## src/rtl/wb_host_pkg.sv

```systemverilog
// rtl/wb_host_pkg.sv - shared types and constants for the Wishbone host master
package wb_host_pkg;

    typedef enum logic [1:0] {
        ST_IDLE = 2'd0,
        ST_BUS  = 2'd1,
        ST_RESP = 2'd2
    } state_e;

    localparam logic [31:0] ERR_DATA_DEFAULT = 32'h0000_0000;

    // A timeout of 0 still needs a one-bit counter so the register exists.
    function automatic int cnt_width(input int timeout_cycles);
        int w;
        w = $clog2(timeout_cycles + 1);
        return (w < 1) ? 1 : w;
    endfunction

endpackage

```

## src/rtl/wb_host_master.sv

```systemverilog
// rtl/wb_host_master.sv - single-outstanding command/response to Wishbone classic master
module wb_host_master
    import wb_host_pkg::*;
#(
    parameter int          TIMEOUT_CYCLES = 255,
    parameter logic [31:0] ERR_DATA       = ERR_DATA_DEFAULT
) (
    input  logic        wb_clk_i,
    input  logic        wb_rst_n_i,
    input  logic        cmd_valid,
    output logic        cmd_ready,
    input  logic        cmd_we,
    input  logic [31:0] cmd_adr,
    input  logic [31:0] cmd_dat,
    input  logic [3:0]  cmd_sel,
    output logic        rsp_valid,
    input  logic        rsp_ready,
    output logic [31:0] rsp_dat,
    output logic        rsp_err,
    output logic        wbm_cyc_o,
    output logic        wbm_stb_o,
    output logic        wbm_we_o,
    output logic [31:0] wbm_adr_o,
    output logic [31:0] wbm_dat_o,
    output logic [3:0]  wbm_sel_o,
    input  logic        wbm_ack_i,
    input  logic [31:0] wbm_dat_i,
    output logic        busy
);

    localparam int            CW       = cnt_width(TIMEOUT_CYCLES);
    localparam int            LAST     = (TIMEOUT_CYCLES == 0) ? 0 : TIMEOUT_CYCLES - 1;
    localparam logic [CW-1:0] CNT_LAST = CW'(LAST);
    localparam logic [CW-1:0] CNT_MAX  = '1;
    localparam logic          TO_EN    = (TIMEOUT_CYCLES != 0);

    state_e        state_q, state_d;
    logic          we_q, we_d;
    logic [31:0]   adr_q, adr_d;
    logic [31:0]   dat_q, dat_d;
    logic [3:0]    sel_q, sel_d;
    logic [CW-1:0] cnt_q, cnt_d;
    logic [31:0]   rsp_dat_q, rsp_dat_d;
    logic          rsp_err_q, rsp_err_d;

    always_ff @(posedge wb_clk_i or negedge wb_rst_n_i) begin
        if (!wb_rst_n_i) begin
            state_q   <= ST_IDLE;
            we_q      <= 1'b0;
            adr_q     <= '0;
            dat_q     <= '0;
            sel_q     <= '0;
            cnt_q     <= '0;
            rsp_dat_q <= '0;
            rsp_err_q <= 1'b0;
        end else begin
            state_q   <= state_d;
            we_q      <= we_d;
            adr_q     <= adr_d;
            dat_q     <= dat_d;
            sel_q     <= sel_d;
            cnt_q     <= cnt_d;
            rsp_dat_q <= rsp_dat_d;
            rsp_err_q <= rsp_err_d;
        end
    end

    always_comb begin
        state_d   = state_q;
        we_d      = we_q;
        adr_d     = adr_q;
        dat_d     = dat_q;
        sel_d     = sel_q;
        cnt_d     = cnt_q;
        rsp_dat_d = rsp_dat_q;
        rsp_err_d = rsp_err_q;
        case (state_q)
            ST_IDLE: begin
                if (cmd_valid) begin
                    we_d    = cmd_we;
                    adr_d   = cmd_adr;
                    dat_d   = cmd_dat;
                    sel_d   = cmd_sel;
                    cnt_d   = '0;
                    state_d = ST_BUS;
                end
            end
            ST_BUS: begin
                // Ack takes priority over a timeout landing in the same cycle.
                if (wbm_ack_i) begin
                    rsp_dat_d = we_q ? 32'h0 : wbm_dat_i;
                    rsp_err_d = 1'b0;
                    state_d   = ST_RESP;
                end else if (TO_EN && (cnt_q == CNT_LAST)) begin
                    rsp_dat_d = ERR_DATA;
                    rsp_err_d = 1'b1;
                    state_d   = ST_RESP;
                end else if (cnt_q != CNT_MAX) begin
                    cnt_d = cnt_q + 1'b1;
                end
            end
            ST_RESP: begin
                if (rsp_ready) begin
                    state_d = ST_IDLE;
                end
            end
            default: state_d = ST_IDLE;
        endcase
    end

    assign cmd_ready = (state_q == ST_IDLE);
    assign busy      = (state_q != ST_IDLE);
    assign rsp_valid = (state_q == ST_RESP);
    assign rsp_dat   = rsp_dat_q;
    assign rsp_err   = rsp_err_q;
    assign wbm_cyc_o = (state_q == ST_BUS);
    assign wbm_stb_o = (state_q == ST_BUS);
    assign wbm_we_o  = (state_q == ST_BUS) && we_q;
    assign wbm_adr_o = adr_q;
    assign wbm_dat_o = dat_q;
    assign wbm_sel_o = sel_q;

endmodule

```

## config.mk

```make
export PLATFORM = sky130hd
export DESIGN_NAME = wb_host_master
export DESIGN_NICKNAME = d
export VERILOG_FILES = /design/src/rtl/wb_host_pkg.sv /design/src/rtl/wb_host_master.sv
export SDC_FILE = /design/constraint.sdc
export NUM_CORES = 1
export LEC_CHECK = 0
export ABC_AREA = 1
export CAP_MARGIN = 30
export CORE_MARGIN = 2
export CORE_UTILIZATION = 35
export CTS_BUF_LIST = sky130_fd_sc_hd__clkbuf_2 sky130_fd_sc_hd__clkbuf_4 sky130_fd_sc_hd__clkbuf_8
export DETAILED_ROUTE_END_ITERATION = 7
export HOLD_SLACK_MARGIN = 0.06
export PLACE_DENSITY = 0.67
export SLEW_MARGIN = 10
export SYNTH_ARGS = -nofsm -noshare
export SYNTH_HDL_FRONTEND = slang
export SYNTH_SLANG_ARGS = --single-unit
```

## constraint.sdc

```tcl
create_clock -name wb_clk_i -period 2.7 [get_ports wb_clk_i]
set_input_delay 0.54 -clock wb_clk_i [delete_from_list [all_inputs] [get_ports wb_clk_i]]
set_output_delay 0.54 -clock wb_clk_i [all_outputs]
set_load 0.01 [all_outputs]
```

==> out/qor.csv <==
stage,metric,value,unit
status,status,"finished, final reports clean",
critical_path,slowest_delay,0.60,ns
critical_path,cp_max_fo,12,
detailed_routing,vias,3662,
floorplanning,initial_core_util,36.06,%
power_and_ir_drop,power.internal,4889,uW
finish,drive_gt1_share,17.46,%
sta,rsz0062_at_grt,no,
sta,tightestPinTransition,0.5685,ns
power_and_ir_drop,p_switching,2309,uW
hold_path,hp-class,input pin to asynchronous set/reset pin,
global_routing,grt_pass1_wl,19.09,mm
job,drv_cap,0,
power_and_ir_drop,power.density,1021,nW/um2
critical_path,path_cells,inv_1 > nand2_2 > inv_2 > clkdlybuf4s50_1,
cts,cts_resized,0,
cts,cts_hold_buf,0,
detailed_routing,drt_wl_total,11.87,mm
cts,cts-htree-levels,3,
finish,area_delta_synth_final,53.64,%
sta,hold_viol,0,
cts,cts_sinks,112,
sta,drv_slew,0,
cts,cts.path.max_buffers,2,
detailed_routing,first_pass_iters,4,
detailed_routing,wl_per_cell,15.58,um
floorplanning,top_level_ports,213,
finish,antenna_cells,0,
critical_path,slowest_stage,clkdlybuf4s50_1,
synthesis,syn_area_per_cell,12.07,um2
global_routing,grt_overflow,0,
synthesis,synth_seq_area_share,61.09,%
critical_path,arrival,1.82,ns
synthesis,syn-instance-count,380,
cts,clk_latency,0.37,ns
sta,finalSetupTns,0,ns
synthesis,synth_cell_type_count,27,
global_routing,grt_use_total,17.12,%
critical_path,worst_setup_path_start_kind,flip-flop,
synthesis,synth.top_cells.by_area,"dfrtp_1 61%, mux2_2 17%, nand3_1 8.3%, nand2_1 4.5%, buf_6 1.2%",
sta,finalClockSkew,0.01245,ns
cts,cts_made_buffers,9,
sta,slew_headroom,62.05,%
sta,min_period,2.361,ns
power_and_ir_drop,max-vdd-ir-drop,0.5397,mV
cts,cts_tree,done,
place,hpwl,8.626,mm
synthesis,ys_ff_latch,112,
synthesis,ys_warn_count,0,
power_and_ir_drop,power.share.switching,32.08,%
finish,fillers,1133,
power_and_ir_drop,cellLeakagePower,0.003043,uW
floorplanning,chipWidth,118.5,um
critical_path,critPathBufInv,3,
synthesis,synth_area_leader_cell,dfrtp_1,
detailed_routing,ant_nets,0,
cts,clk_pin_slew,0.10,ns
critical_path,critical_path_class,flip-flop to output port,
place,place.gp.congestion,0.8183,
detailed_routing,drc,0,
sta,fmax,423.5,MHz
global_routing,antenna_found_initial,0,
synthesis,netlist_area,4588,um2
floorplanning,core.rowCount,41,
finish,fin_cells,762,
detailed_routing,avgViaCountPerCell,4.806,
finish,nNetsFinal,693,
sta,fin_crit_sh,87.46,%
critical_path,crit_family,buffers and inverters,
finish,fin_util,55.41,%
power_and_ir_drop,pwr-share-clk,14.9,%
cts,cts_setup_buffers,0,
sta,layout_setup_ws,0.3385,ns
power_and_ir_drop,seq_power_share,38.0,%
global_routing,grt_max_degree,48,
place,dp_cells,746,
power_and_ir_drop,p_comb_share,47.1,%
synthesis,synth_top_area_share,61.09,%
detailed_routing,drtIter0Drc,133,
floorplanning,core_area,12720,um2
synthesis,synth_fp_nets,488,
global_routing,grt_pass1_vias,3760,
critical_path,cp-end-kind,output port,
place,numPortBuffers,212,
floorplanning,die_y,118.5,um
critical_path,crit_required,2.16,ns
sta,setup_violations,0,
place,dp_slack,0.5804,ns
floorplanning,fp.dieArea,14040,um2
cts,root_buffer,clkbuf_8,
[per-stage QoR]
stage               total power, uW  hold WS, ns  cell area [um2]
floorplan                      4309       0.2444             4588
global placement               6104       0.4784             6828
detailed placement             6190       0.4855             6828
CTS                            7295      0.08805             7049
global route                   7633       0.1106             7049
finish                         7198       0.1057             7049
[cell usage in the layout, fill, tap and decap left out, types with 3 or more instances in the layout]
cell             count
clkbuf_8            13
buf_4                5
clkdlybuf4s50_1    211
inv_1                8
nand2_2              3
nor2_1               7
nand2_1             55
nand3_1             76
o21ai_1              8
dfrtp_1            112
mux2_2              68
[cell usage after synthesis, drive strengths merged]
cell type    n
dfrtp      112
nand3       77
mux2        68
nand2       58
buf         20
inv         10
nor2        10
o21ai        9
clkbuf       4
a21oi        2
ha           2
o21bai       2
or2          2
clkinv       1
nand4        1
o311ai       1
xnor2        1
[path summary, 6_finish.rpt]
path	from	to	slack, ns	depth (start not counted)
worst max-delay path	state_q[1]$_DFFE_PN0P_	wbm_stb_o	0.34	4
worst min-delay path	wb_rst_n_i	rsp_dat[2]$_DFFE_PN0P_	0.11	1
worst max register to register	state_q[0]$_DFFE_PN0P_	wbm_dat_o[1]$_DFFE_PN0P_	1.07	4
worst min register to register	rsp_dat[15]$_DFFE_PN0P_	rsp_dat[15]$_DFFE_PN0P_	0.51	2
max in group asynchronous	wb_rst_n_i	wbm_dat_o[30]$_DFFE_PN0P_	1.79	2
min in group wb_clk_i	rsp_dat[15]$_DFFE_PN0P_	rsp_dat[15]$_DFFE_PN0P_	0.51	2
[sequential cells by signal (all words and copies together), names as in the netlist]
| name | cells |
|---|---|
| state_q | 2 |
| wbm_adr_o | 32 |
| wbm_sel_o | 4 |
| cnt_q | 8 |
| we_q | 1 |
| wbm_dat_o | 32 |
| rsp_dat | 32 |
| rsp_err | 1 |
[area by class of cell]
type                            instances  area (um2)  share of cell area [%]
Clock buffer                           14       186.4                   2.645
Clock inverter                          2       35.03                  0.4970
Inverter                               11       41.29                  0.5857
Multi-Input combinational cell        233        1579                   22.40
Sequential cell                       112        2803                   39.76
Tap cell                              172       215.2                   3.053
Timing Repair Buffer                  218        2190                   31.06
[layer usage]
| layer | track usage (%) | share of wire (%) | vias to the layer above | routed length [um] |
|---|---|---|---|---|
| met5 | 0 | 0 | - | 0 |
| met4 | 6.548 | 1.8 | 0 | 219 |
| met3 | 6.081 | 8.5 | 16 | 1012 |
| met2 | 28.40 | 48 | 167 | 5705 |
| met1 | 20.39 | 42 | 1785 | 4936 |
| li1 | - | - | 1694 | - |
[worst reg2reg max path: cells and delay by family, from the launching register on]
kind | cells | cell delay (ns)
AND/OR/NAND/NOR | 2 | 0.37
flip-flops | 1 | 0.45
multiplexers | 1 | 0.37
buffers and inverters | 1 | 0.34
[cells by family after synthesis]
group           after synthesis  share of synthesized area [%]
mux                          68                          16.69
fa+ha+maj                     2                         0.5453
buf+inv                      35                          4.499
flops                       112                          61.09
simple gates                148                          15.19
compound gates               14                          1.800
xor+xnor                      1                         0.1909
[power groups by stage]
stage                     Combinational, uW  Sequential [uW]  Clock [uW]
final                                  3390             2730        1070
after global routing                   3620             2830        1180
after CTS                              3440             2740        1110
after detailed placement               3430             2770           0
after global placement                 3370             2740           0
after floorplan                        1260             3050           0
(Power assumes the default switching activity.)
